$ cat config.mk
export PLATFORM = sky130hd
export DESIGN_NAME = spi_cmd_framer_flat
export DESIGN_NICKNAME = d
export VERILOG_FILES = /design/src/rtl/spi_cmd_framer_pkg.sv /design/src/rtl/spi_cmd_framer_if.sv /design/src/rtl/spi_cmd_framer_sync.sv /design/src/rtl/spi_cmd_framer.sv /design/src/flat_wrapper.sv
export SDC_FILE = /design/constraint.sdc
export NUM_CORES = 1
export LEC_CHECK = 0
export ABC_AREA = 0
export CELL_PAD_IN_SITES_DETAIL_PLACEMENT = 1
export CELL_PAD_IN_SITES_GLOBAL_PLACEMENT = 2
export CORE_ASPECT_RATIO = 2
export CORE_MARGIN = 2
export CORE_UTILIZATION = 40
export CTS_CLUSTER_SIZE = 8
export DETAILED_ROUTE_END_ITERATION = 10
export DONT_BUFFER_PORTS = 1
export PLACE_DENSITY_LB_ADDON = 0.1
export SLEW_MARGIN = 20
export SYNTH_ARGS = -nofsm -noshare
export SYNTH_HDL_FRONTEND = slang
export SYNTH_SLANG_ARGS = --single-unit
$ cat constraint.sdc
create_clock -name clk -period 5.62 [get_ports clk]
set_input_delay 0.281 -clock clk [delete_from_list [all_inputs] [get_ports clk]]
set_output_delay 0.281 -clock clk [all_outputs]
set_load 0.03 [all_outputs]
$ cat src/rtl/spi_cmd_framer_pkg.sv
// Shared definitions for the SPI command framer: command field layout,
// frame length and FSM state encoding.
package spi_cmd_framer_pkg;

  localparam int CMD_W              = 8;
  localparam int CMD_MSB            = CMD_W - 1;
  localparam int DATAWORD_WIDTH_DEF = 16;
  localparam int FRAME_LEN_DEF      = CMD_W + DATAWORD_WIDTH_DEF;

  typedef enum logic [1:0] {
    ST_IDLE    = 2'd0,
    ST_SHIFT   = 2'd1,
    ST_OVERRUN = 2'd2
  } state_t;

  // A frame is the command byte followed by the data field.
  function automatic int frame_len(input int dw);
    return CMD_W + dw;
  endfunction

endpackage

$ cat src/rtl/spi_cmd_framer_if.sv
// SPI pins plus the parallel command/data result bus of the framer.
interface spi_cmd_framer_if
  import spi_cmd_framer_pkg::*;
#(
  parameter int DATAWORD_WIDTH = 16
);

  logic                      spi_sck;
  logic                      spi_cs_n;
  logic                      spi_mosi;
  logic                      spi_miso;
  logic [CMD_W-1:0]          cmd_word;
  logic [DATAWORD_WIDTH-1:0] data_word;
  logic                      cmd_valid;
  logic                      frame_err;

  modport slave (
    input  spi_sck, spi_cs_n, spi_mosi,
    output spi_miso, cmd_word, data_word, cmd_valid, frame_err
  );

  modport master (
    output spi_sck, spi_cs_n, spi_mosi,
    input  spi_miso, cmd_word, data_word, cmd_valid, frame_err
  );

endinterface

$ cat src/rtl/spi_cmd_framer_sync.sv
// Multi-flop synchronizer for one asynchronous input bit (STAGES = 2..3).
module sync_ff #(
  parameter int STAGES = 2
) (
  input  logic clk,
  input  logic rst_n,
  input  logic i_d,
  output logic o_q
);

  logic [STAGES-1:0] r_sync;

  // Shift the asynchronous input through the flop chain.
  always_ff @(posedge clk or negedge rst_n) begin
    if (!rst_n) r_sync <= '0;
    else        r_sync <= {r_sync[STAGES-2:0], i_d};
  end

  assign o_q = r_sync[STAGES-1];

endmodule

$ cat src/rtl/spi_cmd_framer.sv
// SPI mode-0 slave that frames an 8-bit command plus a data word, flags
// malformed frames and echoes the previously accepted command on MISO.
module spi_cmd_framer
  import spi_cmd_framer_pkg::*;
#(
  parameter int DATAWORD_WIDTH = 16,
  parameter int SYNC_STAGES    = 2
) (
  input  logic             clk,
  input  logic             rst_n,
  spi_cmd_framer_if.slave  bus
);

  localparam int FRAME_LEN = frame_len(DATAWORD_WIDTH);
  // Counter holds FRAME_LEN+1 without wrapping.
  localparam int CNT_W = $clog2(FRAME_LEN + 2);
  localparam logic [CNT_W-1:0] FRAME_LEN_C = CNT_W'(FRAME_LEN);

  logic w_sck_s, w_cs_s, w_mosi_s;
  logic r_sck_d, r_cs_d;
  logic w_sck_rise, w_sck_fall, w_cs_rise, w_cs_fall;

  state_t r_state, w_state_nxt;
  logic   w_start, w_shift_en, w_accept, w_reject, w_echo_adv;

  logic [FRAME_LEN-1:0]      r_shift;
  logic [CNT_W-1:0]          r_cnt;
  logic [CMD_W-1:0]          r_echo;
  logic [CMD_W-1:0]          r_cmd_word;
  logic [DATAWORD_WIDTH-1:0] r_data_word;
  logic                      r_cmd_valid;
  logic                      r_frame_err;

  sync_ff #(.STAGES(SYNC_STAGES)) u_sync_sck  (.clk(clk), .rst_n(rst_n), .i_d(bus.spi_sck),  .o_q(w_sck_s));
  sync_ff #(.STAGES(SYNC_STAGES)) u_sync_cs   (.clk(clk), .rst_n(rst_n), .i_d(bus.spi_cs_n), .o_q(w_cs_s));
  sync_ff #(.STAGES(SYNC_STAGES)) u_sync_mosi (.clk(clk), .rst_n(rst_n), .i_d(bus.spi_mosi), .o_q(w_mosi_s));

  // History flops for edge detection on synced sck and cs_n.
  always_ff @(posedge clk or negedge rst_n) begin
    if (!rst_n) begin
      r_sck_d <= 1'b0;
      r_cs_d  <= 1'b0;
    end else begin
      r_sck_d <= w_sck_s;
      r_cs_d  <= w_cs_s;
    end
  end

  // Reset history of cs_n is 0, so a frame needs a genuine 1->0 after reset.
  assign w_sck_rise = w_sck_s & ~r_sck_d;
  assign w_sck_fall = ~w_sck_s & r_sck_d;
  assign w_cs_rise  = w_cs_s & ~r_cs_d;
  assign w_cs_fall  = ~w_cs_s & r_cs_d;

  // FSM state register.
  always_ff @(posedge clk or negedge rst_n) begin
    if (!rst_n) r_state <= ST_IDLE;
    else        r_state <= w_state_nxt;
  end

  // Next-state and strobes; cs_n rise outranks a same-cycle sck rise.
  always_comb begin
    w_state_nxt = r_state;
    w_start     = 1'b0;
    w_shift_en  = 1'b0;
    w_accept    = 1'b0;
    w_reject    = 1'b0;
    w_echo_adv  = 1'b0;
    unique case (r_state)
      ST_IDLE: begin
        if (w_cs_fall) begin
          w_start     = 1'b1;
          w_state_nxt = ST_SHIFT;
        end
      end
      ST_SHIFT: begin
        if (w_cs_rise) begin
          if (r_cnt == FRAME_LEN_C) w_accept = 1'b1;
          else                      w_reject = 1'b1;
          w_state_nxt = ST_IDLE;
        end else begin
          if (w_sck_rise) begin
            if (r_cnt == FRAME_LEN_C) w_state_nxt = ST_OVERRUN;
            else                      w_shift_en  = 1'b1;
          end
          w_echo_adv = w_sck_fall;
        end
      end
      ST_OVERRUN: begin
        if (w_cs_rise) begin
          w_reject    = 1'b1;
          w_state_nxt = ST_IDLE;
        end
      end
      default: w_state_nxt = ST_IDLE;
    endcase
  end

  // Shift register, bit counter and MISO echo register.
  always_ff @(posedge clk or negedge rst_n) begin
    if (!rst_n) begin
      r_shift <= '0;
      r_cnt   <= '0;
      r_echo  <= '0;
    end else if (w_start) begin
      r_shift <= '0;
      r_cnt   <= '0;
      r_echo  <= r_cmd_word;
    end else begin
      if (w_shift_en) begin
        r_shift <= {r_shift[FRAME_LEN-2:0], w_mosi_s};
        r_cnt   <= r_cnt + CNT_W'(1);
      end
      if (w_echo_adv) r_echo <= {r_echo[CMD_W-2:0], 1'b0};
    end
  end

  // Result registers: words update together with the cmd_valid pulse.
  always_ff @(posedge clk or negedge rst_n) begin
    if (!rst_n) begin
      r_cmd_word  <= '0;
      r_data_word <= '0;
      r_cmd_valid <= 1'b0;
      r_frame_err <= 1'b0;
    end else begin
      r_cmd_valid <= w_accept;
      r_frame_err <= w_reject;
      if (w_accept) begin
        r_cmd_word  <= r_shift[FRAME_LEN-1 -: CMD_W];
        r_data_word <= r_shift[DATAWORD_WIDTH-1:0];
      end
    end
  end

  assign bus.spi_miso  = r_echo[CMD_MSB];
  assign bus.cmd_word  = r_cmd_word;
  assign bus.data_word = r_data_word;
  assign bus.cmd_valid = r_cmd_valid;
  assign bus.frame_err = r_frame_err;

endmodule

$ cat src/flat_wrapper.sv
// flat-port wrapper written by rule: the top's interface ports become plain ports
module spi_cmd_framer_flat import spi_cmd_framer_pkg::*;
#(
  parameter int DATAWORD_WIDTH = 16,
  parameter int SYNC_STAGES    = 2
)
  (clk, rst_n, bus_spi_sck, bus_spi_cs_n, bus_spi_mosi, bus_spi_miso, bus_cmd_word, bus_data_word, bus_cmd_valid, bus_frame_err);
  spi_cmd_framer_if #(.DATAWORD_WIDTH(DATAWORD_WIDTH)) bus_i ();
  input  logic clk;
  input  logic rst_n;
  input wire logic [$bits(bus_i.spi_sck)-1:0] bus_spi_sck;
  input wire logic [$bits(bus_i.spi_cs_n)-1:0] bus_spi_cs_n;
  input wire logic [$bits(bus_i.spi_mosi)-1:0] bus_spi_mosi;
  output wire logic [$bits(bus_i.spi_miso)-1:0] bus_spi_miso;
  output wire logic [$bits(bus_i.cmd_word)-1:0] bus_cmd_word;
  output wire logic [$bits(bus_i.data_word)-1:0] bus_data_word;
  output wire logic [$bits(bus_i.cmd_valid)-1:0] bus_cmd_valid;
  output wire logic [$bits(bus_i.frame_err)-1:0] bus_frame_err;
  assign bus_i.spi_sck = bus_spi_sck;
  assign bus_i.spi_cs_n = bus_spi_cs_n;
  assign bus_i.spi_mosi = bus_spi_mosi;
  assign bus_spi_miso = bus_i.spi_miso;
  assign bus_cmd_word = bus_i.cmd_word;
  assign bus_data_word = bus_i.data_word;
  assign bus_cmd_valid = bus_i.cmd_valid;
  assign bus_frame_err = bus_i.frame_err;
  spi_cmd_framer #(.DATAWORD_WIDTH(DATAWORD_WIDTH), .SYNC_STAGES(SYNC_STAGES)) u_core (.clk(clk), .rst_n(rst_n), .bus(bus_i));
endmodule
==> results of run 1 <==
[worst max-delay path, delay by kind of cell, from the launching register on]
family	cells	cell delay, ns
buffers and inverters	1	0.08
DFF	1	0.36
adders and majority gates	1	0.25
AOI/OAI and AO/OA	1	0.22
and+or+nand+nor	2	1.12
[stage by stage]
| step | hold WS, ns | total power (uW) | setup slack [ns] | instance area (um2) | utilization [%] |
|---|---|---|---|---|---|
| after floorplan | -0.0146 | 684 | 3.84 | 3030 | - |
| after global placement | -0.0129 | 711 | 3.47 | 3080 | 42.1 |
| after detailed placement | -0.0127 | 714 | 3.37 | 3080 | 42.1 |
| after CTS | 0.348 | 1220 | 3.37 | 3390 | 46.3 |
| after global routing | 0.356 | 1260 | 3.21 | 3390 | 46.3 |
| final | 0.346 | 1200 | 3.42 | 3390 | 46.3 |
[layer usage]
metal  track usage [%]  vias to the layer above  wire, um
met5                 0                        -         0
met4              7.97                        0       119
met3              4.49                        7       209
met2              26.4                       34      3150
met1              19.5                      970      2430
li1                  -                      896         -
[cell families after synthesis]
logic type      count (synthesis)  synth area share [%]
compound gates                 41                  7.11
xor+xnor                        2                 0.579
fa+ha+maj                       6                  2.48
buf+inv                        22                  3.39
flops                          73                  60.4
mux                            33                  11.9
simple gates                   82                  14.1
[worst max path at each step]
stage / slack (ns) / to / cells after the start / startpoint
after floorplan: 3.84 / u_core.bus.cmd_word[4] / 7 / u_core.r_state[1]
after global placement: 3.47 / u_core.r_echo[6] / 5 / u_core.r_state[0]
after global routing: 3.21 / u_core.r_echo[5] / 5 / u_core.r_state[0]
after CTS: 3.37 / u_core.r_echo[5] / 5 / u_core.r_state[0]
final: 3.42 / u_core.r_echo[5] / 5 / u_core.r_state[0]
after detailed placement: 3.37 / u_core.r_echo[5] / 5 / u_core.r_state[0]
[power by group]
group | switching [uW] | internal, uW | total, uW
Sequential | 19.0 | 547 | 566
Clock | 190 | 293 | 483
Combinational | 101 | 49.1 | 150
[layout make-up]
class / count / share of cell area, %
clock inverters: 1 / 0.147
multi-input cells: 164 / 32.3
well taps: 92 / 3.39
repair buffers: 8 / 2.65
clock buffers: 13 / 7.08
inverters: 5 / 0.553
flip-flops and latches: 73 / 53.8
[sequential cells by signal, indices dropped and copies added, names as in the netlist, 2 cells and up]
name / flops
u_core.u_sync_sck.r_sync: 2
u_core.u_sync_mosi.r_sync: 2
u_core.r_cnt: 5
u_core.r_state: 2
u_core.u_sync_cs.r_sync: 2
u_core.bus.cmd_word: 8
u_core.bus.data_word: 16
u_core.r_echo: 8
u_core.r_shift: 24
[placed cells by master (no fill, tap or decap), drive strengths merged]
| master | synthesis | routed |
|---|---|---|
| dlygate4sd3 | 0 | 4 |
| mux2 | 25 | 25 |
| ha | 6 | 6 |
| a22o | 1 | 1 |
| xor2 | 1 | 1 |
| nand4b | 1 | 1 |
| xnor2 | 1 | 1 |
| clkinv | 0 | 1 |
| nand3 | 27 | 27 |
| nor2 | 3 | 3 |
| mux2i | 8 | 8 |
| nand2b | 3 | 3 |
| nand2 | 35 | 35 |
| inv | 5 | 5 |
| clkbuf | 11 | 13 |
| and4b | 1 | 1 |
| buf | 6 | 4 |
| nand3b | 1 | 1 |
| o21ai | 33 | 33 |
| nor2b | 1 | 1 |
| a21oi | 4 | 4 |
| nor3 | 2 | 2 |
| o221ai | 1 | 1 |
| and3b | 1 | 1 |
| and3 | 1 | 1 |
| a31oi | 2 | 2 |
| dfrtp | 73 | 73 |
| nor4bb | 1 | 1 |
| nand4 | 3 | 3 |
| or3 | 1 | 1 |
| nor3b | 1 | 1 |
[repair_timing]
action	CTS	global route
hold buffers	5	0
hold endpoints to repair	76	0
setup endpoints to repair	0	0
gates resized for setup	0	0
buffers inserted	0	0
==> results.txt, run 1 <==
status -> finished, final reports clean
Final Critical Period -> 2.20 ns
fmax -> 455 MHz
Main synth FF type -> dfrtp_1
worst skew pair latency -> 0.32 ns
Max-Slew Margin vs Limit -> 50.4%
Worst Hold Depth -> 0
setup_tns -> 0 ns
Root Buffer Master -> clkbuf_16
drt total wl -> 5.91 mm
Die Y-Extent -> 127 um
dominant cells by area after synthesis -> dfrtp_1 60%, mux2_2 9.3%, o21ai_0 5.5%
placed instance count -> 337
CTS max path bufs -> 2
Iteration-0 DRC Markers -> 101
Slew Viols, Final -> 0
number of max-cap violations -> 0
DRT Pass-1 Iters -> 4
Critical Path Sink Type -> register
Cell Chain, Critical Path -> inv_1 -> ha_1 -> and3b_1 -> nor3_2 -> o21ai_0
Avg WL per Cell -> 16.6 um
vias per cell -> 5.36
Critical-path top delay cell -> nor3_2
io pins -> 32
clock-pin slew on the worst setup and hold paths -> 0.05 ns
DRC -> 0
number of global-route vias before repair -> 2039
total CTS buffers -> 9
largest net degree at the start of global routing -> 74
max incr delay on CP -> 0.71 ns
DIE AREA -> 0.00832 mm2
cell leakage power -> 0.00155 uW
PwrDens -> 353 mW/mm2
required time worst endpoint -> 5.78 ns
clock sink total -> 73
crit path kind -> register to register
n_diodes -> 0
register area share after synthesis -> 60.4%
GRT Overall Usage -> 16.2%
cell count of the worst reg-to-reg path -> 5
CTS tree -> yes
#FFs+latches synth -> 73
crit-path max FO -> 15
initial antenna violation count -> 0
Net Count, Synth -> 270
top cell type's share of synthesized area -> 60.4%
WHS Endpoint -> u_core.u_sync_sck.r_sync[1]
Max IR drop VDD -> 0.205 mV
RSZ-0062 raised after global routing -> no
first-pass GRT wire length -> 10.1 mm
Mapped Area -> 0.00303 mm2
CP arrival -> 2.36 ns
post-route clock period utilization -> 39.1%
Multi-input gate area -> 0.00110 mm2
path category of the worst min-delay check -> register to register
Least-Margin Pin Slew -> 0.739 ns
grt total ovfl -> 0
synth warn -> 0
startpoint types -> register
htree depth -> 3
Post-synth ARST share -> 100%
reg2reg setup slack -> 3.42 ns
hpwl dp -> 3.85 mm
Reg-to-Reg Start -> u_core.r_state[0]
Placeable Area -> 0.00732 mm2
I/O Buffers -> 0
cell row count -> 44
Finished Layout Cells -> 356
initial core utilization -> 41.3%
share of cells above drive strength 1 -> 15.9%
most frequent cells after synthesis -> 73 x dfrtp_1, 35 x nand2_1, 33 x o21ai_0
Via Count -> 1907
Hold Fails Final Rpt -> 0
reg-to-reg endpoint -> u_core.r_echo[5]
Post-synth EDFFs -> 0
Netlist cell types -> 31
Cells after Synth -> 259
routability cong. -> 0.716
Avg Cell Area, Syn -> 11.7 um2
most frequent cell after synthesis -> dfrtp_1
Die Wd -> 65.5 um
ANT nets after route -> 0
register area -> 0.00183 mm2
clk_skew -> 0.00407 ns
final setup violation count -> 0
fill count -> 786
Final #Nets -> 272
Hold Crit Start -> u_core.u_sync_sck.r_sync[0]
Area Overhead vs Synth -> 12.1%
Synth area leader -> dfrtp_1
Power figures use the tool's default switching activity.
==> run 2: changes to the inputs <==
Settings changed: ABC_AREA 0 to 1, CORE_UTILIZATION 40 to 38.
Clock period 5.62 ns to 2.26 ns, I/O delays scaled along.
==> run 2 against run 1 <==
Effect of this change:
- register-to-register slack worse by 2.9 ns
- combinational power rose by 150%
- synthesized cell count increased by 39%
- maximum frequency increased by 24%
- critical endpoint unchanged
- final cell count grew 31%
- critical path depth up 3
- die area increased by 8.6%
- sequential share of layout area down 2.5 points
- area after synthesis rose by 3.6%
==> results.txt, run 2 <==
ANT nets after route -> 0 (unchanged)
status -> finished, final reports clean
Final #Nets -> 378 (+39%)
top cell type's share of synthesized area -> 58.3% (-2.1 points)
Die Y-Extent -> 132 um (+4.3%)
Iteration-0 DRC Markers -> 77 (-24%)
Cell Chain, Critical Path -> inv_1 -> ha_1 -> inv_1 -> a21oi_4 -> nand2_1 -> nand2_1 -> nand2_1 -> nand2_1
routability cong. -> 0.747 (+4.2%)
synth warn -> 0 (unchanged)
Max IR drop VDD -> 0.431 mV (+110%)
Post-synth ARST share -> 100% (unchanged)
required time worst endpoint -> 2.53 ns (-3.25 ns)
Least-Margin Pin Slew -> 0.581 ns (-0.158 ns)
placed instance count -> 447 (+33%)
DRC -> 0 (unchanged)
Multi-input gate area -> 0.00106 mm2 (-3.1%)
worst skew pair latency -> 0.33 ns (about the same)
commonest non-fill, non-tap cells in the layout -> 148 x nand2_1, 73 x dfrtp_1, 34 x inv_1
Crit path top cell by count -> nand2_1
Hold Buf Count CTS -> 5 (unchanged)
CP arrival -> 2.05 ns (-0.31 ns)
Slew Viols, Final -> 0 (unchanged)
n_diodes -> 0 (unchanged)
Max-Slew Margin vs Limit -> 61.2% (+11 points)
Via Count -> 2304 (+21%)
Net Count, Synth -> 372 (+38%)
GRT Overall Usage -> 17.6% (+1.3 points)
fmax -> 564 MHz (+24%)
first-pass GRT wire length -> 11.9 mm (+18%)
cell count of the worst reg-to-reg path -> 8 (+3)
post-CTS sizing -> 0 (unchanged)
RSZ-0062 raised after global routing -> no
Hold Fails Final Rpt -> 0 (unchanged)
Die Wd -> 68.2 um (+4.2%)
io pins -> 32 (unchanged)
Power, Total -> 3170 uW (+160%)
most frequent cells after synthesis -> 148 x nand2_1, 73 x dfrtp_1, 34 x inv_1
register area -> 0.00183 mm2 (unchanged)
path category of the worst min-delay check -> primary input to asynchronous set/reset pin
Avg Cell Area, Syn -> 8.69 um2 (-26%)
Post-synth EDFFs -> 0 (unchanged)
setup bufs post-CTS -> 0 (unchanged)
most common cell after layout, fill and taps aside -> nand2_1
most frequent cell after synthesis -> nand2_1
reg-to-reg endpoint -> u_core.r_echo[5]
hpwl dp -> 4.52 mm (+17%)
register area share after synthesis -> 58.3% (-2.1 points)
Reg-to-Reg Start -> u_core.r_state[1]
PwrDens -> 893 mW/mm2 (+150%)
crit-path max FO -> 9 (-6)
Finished Layout Cells -> 468 (+31%)
cell leakage power -> 0.00190 uW (+22%)
dominant cells by area after synthesis -> dfrtp_1 58%, nand2_1 18%, nand3_1 4.2%
vias per cell -> 4.92 (-8.1%)
initial antenna violation count -> 0 (unchanged)
final setup violation count -> 0 (unchanged)
startpoint types -> register
Final Critical Period -> 1.77 ns (-0.424 ns)
number of max-cap violations -> 0 (unchanged)
Avg WL per Cell -> 14.8 um (-11%)
Area Overhead vs Synth -> 13.4%
Critical Path Sink Type -> register
Synth area leader -> dfrtp_1
number of global-route vias before repair -> 2492 (+22%)
drt total wl -> 6.93 mm (+17%)
CTS tree -> yes
Cells after Synth -> 361 (+39%)
Netlist cell types -> 20 (-35%)
htree depth -> 3 (unchanged)
reg2reg setup slack -> 0.49 ns (-2.94 ns)
share of cells above drive strength 1 -> 8.33% (-7.6 points)
Critical-path top delay cell -> dfrtp_1
clk_skew -> 0.00399 ns (-0.0000755 ns)
initial core utilization -> 39.5% (-1.9 points)
CTS max path bufs -> 2 (unchanged)
grt total ovfl -> 0 (unchanged)
post-route clock period utilization -> 78.4% (+39 points)
I/O Buffers -> 0 (unchanged)
Reg with most FFs -> u_core.r_shift
max incr delay on CP -> 0.39 ns (-0.32 ns)
crit path kind -> register to register
Main synth FF type -> dfrtp_1
number of flip-flops in the largest register -> 24 (unchanged)
fill count -> 972 (+24%)
Mapped Area -> 0.00314 mm2 (+3.6%)
largest net degree at the start of global routing -> 74 (unchanged)
setup_tns -> 0 ns (unchanged)
DIE AREA -> 0.00904 mm2 (+8.6%)
#FFs+latches synth -> 73 (unchanged)
total CTS buffers -> 9 (unchanged)
Root Buffer Master -> clkbuf_16
DRT Pass-1 Iters -> 4 (unchanged)
cell row count -> 46 (+4.5%)
clock sink total -> 73 (unchanged)
clock-pin slew on the worst setup and hold paths -> 0.06 ns (about the same)
Placeable Area -> 0.00794 mm2 (+8.5%)
-- run 2: cell types whose count changed after synthesis, sizes merged, moves of 3 or more --
cell	delta
mux2i	-8
buf	+10
inv	+33
nand2b	-3
mux2	-25
clkbuf	-11
o21ai	+6
nand2	+116
-- run 2: logic make-up (layout without fill, tap and decap cells) --
kind of cell / Yosys count / in the layout / synth area share [%]
compound gates: 41 / 41 / 6.90
flops: 73 / 73 / 58.3
xor+xnor: 1 / 1 / 0.279
simple gates: 186 / 186 / 24.2
fa+ha+maj: 6 / 6 / 2.39
buf+inv: 54 / 65 / 7.98
-- run 2: per-stage QoR --
step / utilization [%] / setup WS (ns) / cell area [um2] / hold slack (ns)
finish: 44.8 / 0.487 / 3560 / 0.320
detailed placement: 40.3 / 0.472 / 3200 / -0.181
floorplan: - / 0.824 / 3140 / -0.183
CTS: 44.8 / 0.445 / 3560 / 0.322
global placement: 40.3 / 0.512 / 3200 / -0.181
global route: 44.8 / 0.265 / 3560 / 0.331
-- run 2: metal layers --
layer | up-vias | track usage (%) | share of wire [%]
met2 | 35 | 29.2 | 53
met5 | - | 0 | 0
met3 | 12 | 3.40 | 2.9
met4 | 0 | 8.11 | 2.4
met1 | 1119 | 21.1 | 42
li1 | 1138 | - | -
-- run 2: critical path: cells and delay by family, from the launching register on --
family          cells  cell delay (ns)
simple gates        4             0.74
fa+ha+maj           1             0.21
compound gates      1             0.17
buf+inv             2             0.20
flops               1             0.39
-- run 2: worst max-delay path by stage --
stage                         end         startpoint  slack, ns  cells past startpoint
2_1_floorplan   u_core.r_shift[2]  u_core.r_state[1]       0.82                      9
3_3_place_gp     u_core.r_echo[3]  u_core.r_state[0]       0.51                      7
3_5_place_dp   u_core.r_shift[22]  u_core.r_state[0]       0.47                      8
4_1_cts          u_core.r_echo[7]  u_core.r_state[1]       0.44                      8
5_1_grt          u_core.r_echo[5]  u_core.r_state[0]       0.27                      7
6_report         u_core.r_echo[5]  u_core.r_state[1]       0.49                      8
-- run 2: power by group --
| part | switching [uW] | internal, uW |
|---|---|---|
| clock network | 522 | 882 |
| logic | 256 | 111 |
| registers | 47.7 | 1350 |
-- run 2: final cells by class --
cell class,instances,share of cell area [%]
clock buffers,13,7.04
clock inverters,3,1.13
inverters,38,4.01
multi-input cells,234,29.9
flip-flops and latches,73,51.4
well taps,96,3.38
repair buffers,11,3.17
